File: config.mk
export PLATFORM = sky130hd
export DESIGN_NAME = ps2_host_tx
export DESIGN_NICKNAME = d
export VERILOG_FILES = /design/src/rtl/ps2_host_tx.sv
export SDC_FILE = /design/constraint.sdc
export NUM_CORES = 1
export LEC_CHECK = 0
export ABC_AREA = 0
export BUFFER_PORTS_ARGS = -buffer_cell sky130_fd_sc_hd__clkbuf_2
export CORE_AREA = 2 2 79 74
export CTS_BUF_LIST = sky130_fd_sc_hd__clkbuf_8
export CTS_CLUSTER_DIAMETER = 150
export DETAILED_ROUTE_END_ITERATION = 10
export DIE_AREA = 0 0 81 76
export GPL_TIMING_DRIVEN = 1
export PLACE_DENSITY = 0.68
export SLEW_MARGIN = 20
export SYNTH_ARGS = -nofsm -noshare
export SYNTH_HDL_FRONTEND = slang
export SYNTH_SLANG_ARGS = --single-unit
File: constraint.sdc
create_clock -name clock -period 4.5 [get_ports clock]
set_clock_uncertainty 0.05 [all_clocks]
set_input_delay 0.675 -clock clock [delete_from_list [all_inputs] [get_ports clock]]
set_output_delay 0.675 -clock clock [all_outputs]
set_load 0.01 [all_outputs]
File: src/rtl/ps2_host_tx.sv
// ps2_host_tx: host-to-device PS/2 command transmitter. Runs the inhibit/request-to-send
// handshake, shifts {parity, data} out on device clocks, checks the ACK and enforces timeouts.
module ps2_host_tx #(
    parameter int INHIBIT_CYCLES = 1200,
    parameter int START_TIMEOUT  = 150000,
    parameter int PACKET_TIMEOUT = 20000
) (
    input  logic       clock,
    input  logic       resetn,
    input  logic [7:0] tx_data,
    input  logic       tx_start,
    output logic       tx_busy,
    output logic       tx_done,
    output logic       tx_error,
    input  logic       ps2_clock_in,
    input  logic       ps2_data_in,
    output logic       ps2_clock_oe,
    output logic       ps2_data_oe
);
    localparam int TW = $clog2(START_TIMEOUT + PACKET_TIMEOUT + INHIBIT_CYCLES + 2);
    localparam logic [TW-1:0] INH_LAST  = TW'(INHIBIT_CYCLES - 1);
    localparam logic [TW-1:0] START_LIM = TW'(START_TIMEOUT);
    localparam logic [TW-1:0] PKT_LIM   = TW'(PACKET_TIMEOUT);

    typedef enum logic [2:0] {IDLE, INHIBIT, REQ, SEND, WAIT_IDLE, ERR, DONE} state_e;

    state_e        state_q, state_d;
    logic [1:0]    clk_sync_q, dat_sync_q;
    logic          clk_prev_q;
    logic [8:0]    sh_q, sh_d;
    logic [3:0]    cnt_q, cnt_d;
    logic [TW-1:0] timer_q, timer_d;
    logic          data_oe_q, data_oe_d;
    logic          err_q, err_d;
    logic          clk_s, dat_s, fe;

    assign clk_s = clk_sync_q[1];
    assign dat_s = dat_sync_q[1];
    assign fe    = clk_prev_q & ~clk_s;

    // Sync flops reset high (idle bus) so leaving reset never fakes a falling edge.
    always_ff @(posedge clock or negedge resetn) begin
        if (!resetn) begin
            clk_sync_q <= 2'b11;
            dat_sync_q <= 2'b11;
            clk_prev_q <= 1'b1;
        end else begin
            clk_sync_q <= {clk_sync_q[0], ps2_clock_in};
            dat_sync_q <= {dat_sync_q[0], ps2_data_in};
            clk_prev_q <= clk_s;
        end
    end

    always_ff @(posedge clock or negedge resetn) begin
        if (!resetn) begin
            state_q   <= IDLE;
            sh_q      <= '0;
            cnt_q     <= '0;
            timer_q   <= '0;
            data_oe_q <= 1'b0;
            err_q     <= 1'b0;
        end else begin
            state_q   <= state_d;
            sh_q      <= sh_d;
            cnt_q     <= cnt_d;
            timer_q   <= timer_d;
            data_oe_q <= data_oe_d;
            err_q     <= err_d;
        end
    end

    always_comb begin
        state_d   = state_q;
        sh_d      = sh_q;
        cnt_d     = cnt_q;
        data_oe_d = data_oe_q;
        err_d     = err_q;
        // Shifting ones in behind the payload makes edge 10 present the released stop bit.
        if ((state_q == REQ || state_q == SEND) && fe) begin
            cnt_d     = cnt_q + 4'd1;
            data_oe_d = ~sh_q[0];
            sh_d      = {1'b1, sh_q[8:1]};
        end
        case (state_q)
            IDLE: if (tx_start) begin
                state_d   = INHIBIT;
                sh_d      = {~^tx_data, tx_data};
                cnt_d     = '0;
                data_oe_d = 1'b1;
                err_d     = 1'b0;
            end
            INHIBIT:   if (timer_q == INH_LAST) state_d = REQ;
            REQ:       if (fe) state_d = SEND;
                       else if (timer_q > START_LIM) state_d = ERR;
            SEND:      if (fe && cnt_q == 4'd10) state_d = dat_s ? ERR : WAIT_IDLE;
                       else if (timer_q > PKT_LIM) state_d = ERR;
            WAIT_IDLE: if (clk_s && dat_s) state_d = DONE;
                       else if (timer_q > PKT_LIM) state_d = ERR;
            ERR: begin
                state_d = DONE;
                err_d   = 1'b1;
            end
            DONE:    state_d = IDLE;
            default: state_d = IDLE;
        endcase
        timer_d = (state_d != state_q || state_q == IDLE) ? '0 : timer_q + TW'(1);
    end

    always_comb begin
        tx_busy      = state_q != IDLE;
        tx_done      = state_q == DONE;
        tx_error     = tx_done & err_q;
        ps2_clock_oe = state_q == INHIBIT;
        ps2_data_oe  = (state_q == INHIBIT) ? (timer_q == INH_LAST)
                     : (state_q == REQ || state_q == SEND) & data_oe_q;
    end
endmodule

==> Word level (Yosys, flattened, before mapping) <==
Index checks and enable logic that the tools add are counted.
{ "op_classes": {"add_sub_neg": 2, "magnitude_cmp": 2, "eq_ne": 10, "mux": 22, "bitwise_logic": 5, "n_reduce_logical": 10} }
{ "ops": {"columns": ["cell", "n"], "rows": [
  ["$mux 9", 3],
  ["$mux 3", 7],
  ["$add 18x1->18 const B", 1],
  ["$eq 18x11->1 const B", 1],
  ["$gt 18x15->1 const B", 1],
  ["$gt 18x18->1 const B", 1],
  ["$mux 18", 1],
  ["$pmux 3 s6", 1],
  ["$mux 4", 3],
  ["$eq 3x3->1 const B", 3],
  ["$reduce_xnor 8->1", 1],
  ["$eq 3x2->1 const B", 2],
  ["$mux 1", 6],
  ["$add 4x1->4 const B", 1],
  ["$eq 4x4->1 const B", 1],
  ["$and 1x1->1", 3],
  ["$eq 3x1->1 const B", 1],
  ["$logic_and 1x1->1", 3],
  ["$logic_not 3->1", 1],
  ["$ne 3x3->1", 1],
  ["$reduce_bool 3->1", 1],
  ["$logic_or 1x1->1", 2],
  ["$ne 2x2->1 const B", 1],
  ["$not 1->1", 2],
  ["3 further kinds", 3]
]} }
{ "word_totals": {"register_bits": 41, "output_inout_bits": 5} }

==> Depth between registers and ports, before layout <==
{ "depth": {"word_depth": 8, "mapped_depth": 9} }

==> Worst setup path after synthesis <==
OpenSTA, ideal clock, no wires.
{ "synth_timing": {"kind": "reg-to-reg", "start": "register timer_q[0]", "end": "register timer_q[8]", "setup_time_ns": 0.080, "t_arrival_ns": 2.265, "t_required_ns": 4.370, "path_slack_ns": 2.105, "path_stages_with_launch": 10, "path_buffers": 1, "path_cell_list": "dfrtp_1 > inv_1 > ha_1 > or3b_4 > or4_4 > o31ai_4 > o21bai_1 > a2bb2oi_2 > buf_6 > nor3_4"} }
{ "synth_via": {"elab_chain_cells": 7} }
{ "synth_lines": {"columns": ["element", "line_no", "text"], "rows": [
  ["start, declared", "32", "logic [TW-1:0] timer_q, timer_d;"],
  ["start signal, assigned", "66", "timer_q <= timer_d;"],
  ["$gt 18x15->1 / $gt 18x18->1 (equally long branches)", "96, 98, 94", null],
  ["$mux 3, on equally long branches", "96, 98, 94", null],
  ["$mux 3, on equally long branches", "97, 93, 95", null],
  ["$pmux 3 s6", "84", "case (state_q)"],
  ["$ne 3x3->1", "106", "timer_d = (state_d != state_q || state_q == IDLE) ? '0 : timer_q + TW'(1);"],
  ["$logic_or 1x1->1", "106", null],
  ["$mux 18 *", "106", null],
  ["net timer_d[8]", "32", null]
]} }
Mark *: on every way through the listed nets, which the timed path passes. The rest lies on a longest branch.
A chain may end at the register's enable or synchronous reset.

==> Final worst setup path <==
{ "layout_timing": {"start": "register timer_q[16]", "end": "output ps2_data_oe"} }
{ "layout_via": {"elab_chain_cells": 2} }
{ "layout_lines": {"columns": ["element", "line_no", "text"], "rows": [
  ["$eq 18x11->1", "114", "ps2_data_oe = (state_q == INHIBIT) ? (timer_q == INH_LAST)"],
  ["$mux 1", "114", null],
  ["end, declared", "18", "output logic ps2_data_oe"]
]} }
No other way between the ends.

==> flow_summary.toml <==
[final_layout]
antenna-diode-count = 0
layout-drive-gt1-share_pct = 20.2
regArea_mm2 = 0.00103
final_cells = 323
post-route-cell-area_mm2 = 0.00265
area_growth_syn_to_layout_pct = 11.9
multiInputGateArea_mm2 = 0.00127
nets = 269
final_util_pct = 49.0
fillers = 536

[timing]
fin_crit_ns = 2.86
max_freq_mhz = 350
post-route-period-util_pct = 63.5
setup_viol = 0
rsz0062_at_grt = "no"
holdWs_ns = 0.312
slew_viol_final = 0
hold_violations = 0
worst-slew-pin-transition_ns = 0.885
slew_headroom_pct = 41.0
fin_tns_setup_ns = 0

[placed_design]
portBuffers = 17
gp_congestion = 0.871
dpl.cell_count = 315
dp_hpwl_mm = 3.07
place_area_mm2 = 0.00249

[global_route]
grtUsageMet1_pct = 22.2
grt_pass1_wl_mm = 7.94
gr-usage-met3_pct = 2.49
grt_use_met2_pct = 25.7
grt_max_degree = 42
grt-ovfl-total = 0
antenna_found_initial = 0
grt_pass1_vias = 1779
top_usage_layer = "met2"
grtUsageTotal_pct = 16.1

[critical_path]
timing.critical_path.buf_inv = 1
cp-startpoint = "timer_q[16]"
path_cells = "nor4b_1 -> nand4_1 -> nor3_1 -> nand3b_1 -> a21oi_1 -> clkbuf_2"
required_ns = 3.77
cp.arrival_ns = 2.13
endpoint = "ps2_data_oe"
cp-start-kind = "flip-flop"
cpPeakStageDelay_ns = 0.46
crit_type = "flip-flop to primary output"
r2r_cells = 6
crit_fanout = 6
rr_endpoint = "timer_q[4]"
reg2reg_setup_slack_ns = 1.87
r2r-start = "timer_q[15]"
critPathCaptureType = "primary output"
path_depth = 6
crit_slowest_cell = "nor4b_1"
cp_top_family = "simple AND/OR/NAND/NOR gates"

[cts]
cts.clk_slew.worst_paths_ns = 0.08
clk_path_buf_depth = 2
ctsHoldBuffers = 0
cts_setup_buffers = 0
cts_tree = "done"
cts_resized = 0
clock-sinks = 41
numCtsBuffers = 5
cts_htree_levels = 2
cts_root_buf = "clkbuf_8"
clk_latency_ns = 0.29

[synthesis]
ys_types = 50
synth_simple_gate_area_share_pct = 26.8
muxShareOfSynthArea_pct = 3.39
synth_top_flop_cell = "dfrtp_1"
yosysMostFrequentCell = "dfrtp_1"
synth_area_leaders = "dfrtp_1 (38%), xnor2_1 (5.9%), dfstp_2 (5.6%)"
synth_top_area_share_pct = 38.1
synth_commonest_cells = "dfrtp_1 (36), nand2_1 (21), xnor2_1 (16), nor3_1 (14), o21ai_0 (13)"
async_reset_ff_share_pct = 100
ys_warn_count = 0
synth_seq_cells = 41
synthCells = 237
synth_edf_count = 0
syn_nets = 254
avgSynthCellArea_um2 = 9.98
synth_top_family_by_area = "simple AND/OR/NAND/NOR gates"
synthXorXnorAreaFrac_pct = 9.63
yosys.area_share.adder_pct = 2.12
yosys.area.top_type = "dfrtp_1"
yosysSeqAreaShare_pct = 43.7
synth_compound_area_share_pct = 10.6
synth_area_mm2 = 0.00236

[power]
p_seq_share_pct = 49.6
p_int_w = 0.000620
leakage_nw = 1.03
irDropWorstVdd_mv = 0.135
p_sw_share_pct = 20.5
combPwrFrac_pct = 4.8
power_density_mw_per_mm2 = 295
switchingPower_w = 0.000160
clkPwrFrac_pct = 45.7

[drt]
via_per_inst = 5.44
route.detailed.drc = 0
drtPass1Iterations = 4
antenna_left = 0
drt_iter0_markers = 105
via_count = 1757
wl_mm = 4.48
wire_per_inst_um = 13.9

[floorplanning]
coreArea_mm2 = 0.00540
die_h_um = 76
die_x_um = 81
pin_count = 18
start_util_pct = 43.8
rows = 26
dieArea_mm2 = 0.00616

[worst_hold_path]
holdCritPathClass = "flip-flop to flip-flop"

[outcome]
outcome = "complete, no violations"

[flow_run]
drv_cap = 0
## power groups by stage
stage	clock (W)	sequential, W	combinational [W]
2_1_floorplan	0	0.000392	0.0000208
3_3_place_gp	0	0.000393	0.0000370
3_5_place_dp	0	0.000394	0.0000381
4_1_cts	0.000363	0.000387	0.0000383
5_1_grt	0.000377	0.000388	0.0000431
6_report	0.000356	0.000387	0.0000371
## registers in the layout, summed over array words and instances, names as in the netlist
register and cells:
state_q 3, sh_q 9, timer_q 18, clk_prev_q 1, data_oe_q 1, err_q 1, cnt_q 4, clk_sync_q 2
dat_sync_q 2
## routing by layer
layer	up-vias	wire (um)
li1	879	-
met2	24	2100
met3	10	84
met5	-	0
met1	844	2200
met4	0	98
## logic make-up after synthesis
logic type	after synthesis
simple gates	105
fa+ha+maj	4
mux	8
flops	41
xor+xnor	26
buf+inv	17
compound gates	36
## metrics by stage
stage	power (W)	setup WS, ns
5_1_grt	0.000809	1.50
6_report	0.000780	1.64
2_1_floorplan	0.000413	2.11
4_1_cts	0.000788	1.58
3_3_place_gp	0.000430	1.61
3_5_place_dp	0.000432	1.60
## layout make-up
cell class / instances / share of cell area (%)
clock buffers: 5 / 2.60
clock inverters: 3 / 2.60
inverters: 6 / 0.851
multi-input cells: 179 / 47.8
flip-flops and latches: 41 / 39.0
well taps: 70 / 3.31
repair buffers: 19 / 3.78
## placed cells by master, fill, tap and decap left out, types with 3 or more instances in the layout
cell / synthesis / layout
dfrtp_1: 36 / 36
nand2_1: 21 / 21
xnor2_1: 16 / 16
clkbuf_2: 0 / 16
nor3_1: 14 / 14
o21ai_0: 13 / 13
nor2_1: 12 / 12
xor2_1: 10 / 10
nand3_1: 10 / 10
nor3_2: 9 / 9
mux2i_1: 8 / 8
inv_1: 6 / 6
nor4_1: 6 / 6
a21oi_1: 6 / 6
dfstp_2: 5 / 5
clkbuf_8: 0 / 5
nand2b_1: 4 / 4
ha_1: 4 / 4
a211oi_1: 3 / 3
o31ai_1: 3 / 3
nor4b_1: 4 / 3
nand4_1: 3 / 3
## worst min-delay path by stage
stage                  startpoint            end  slack (ns)  cells after the start
finish              clk_sync_q[0]  clk_sync_q[1]        0.31                      0
global route        clk_sync_q[0]  clk_sync_q[1]        0.32                      0
CTS                 clk_sync_q[0]  clk_sync_q[1]        0.31                      0
detailed placement  clk_sync_q[0]  clk_sync_q[1]        0.30                      0
global placement    dat_sync_q[0]  dat_sync_q[1]        0.30                      0
floorplan           clk_sync_q[0]  clk_sync_q[1]        0.30                      0
Note: power is estimated with default switching activity, not from simulation.
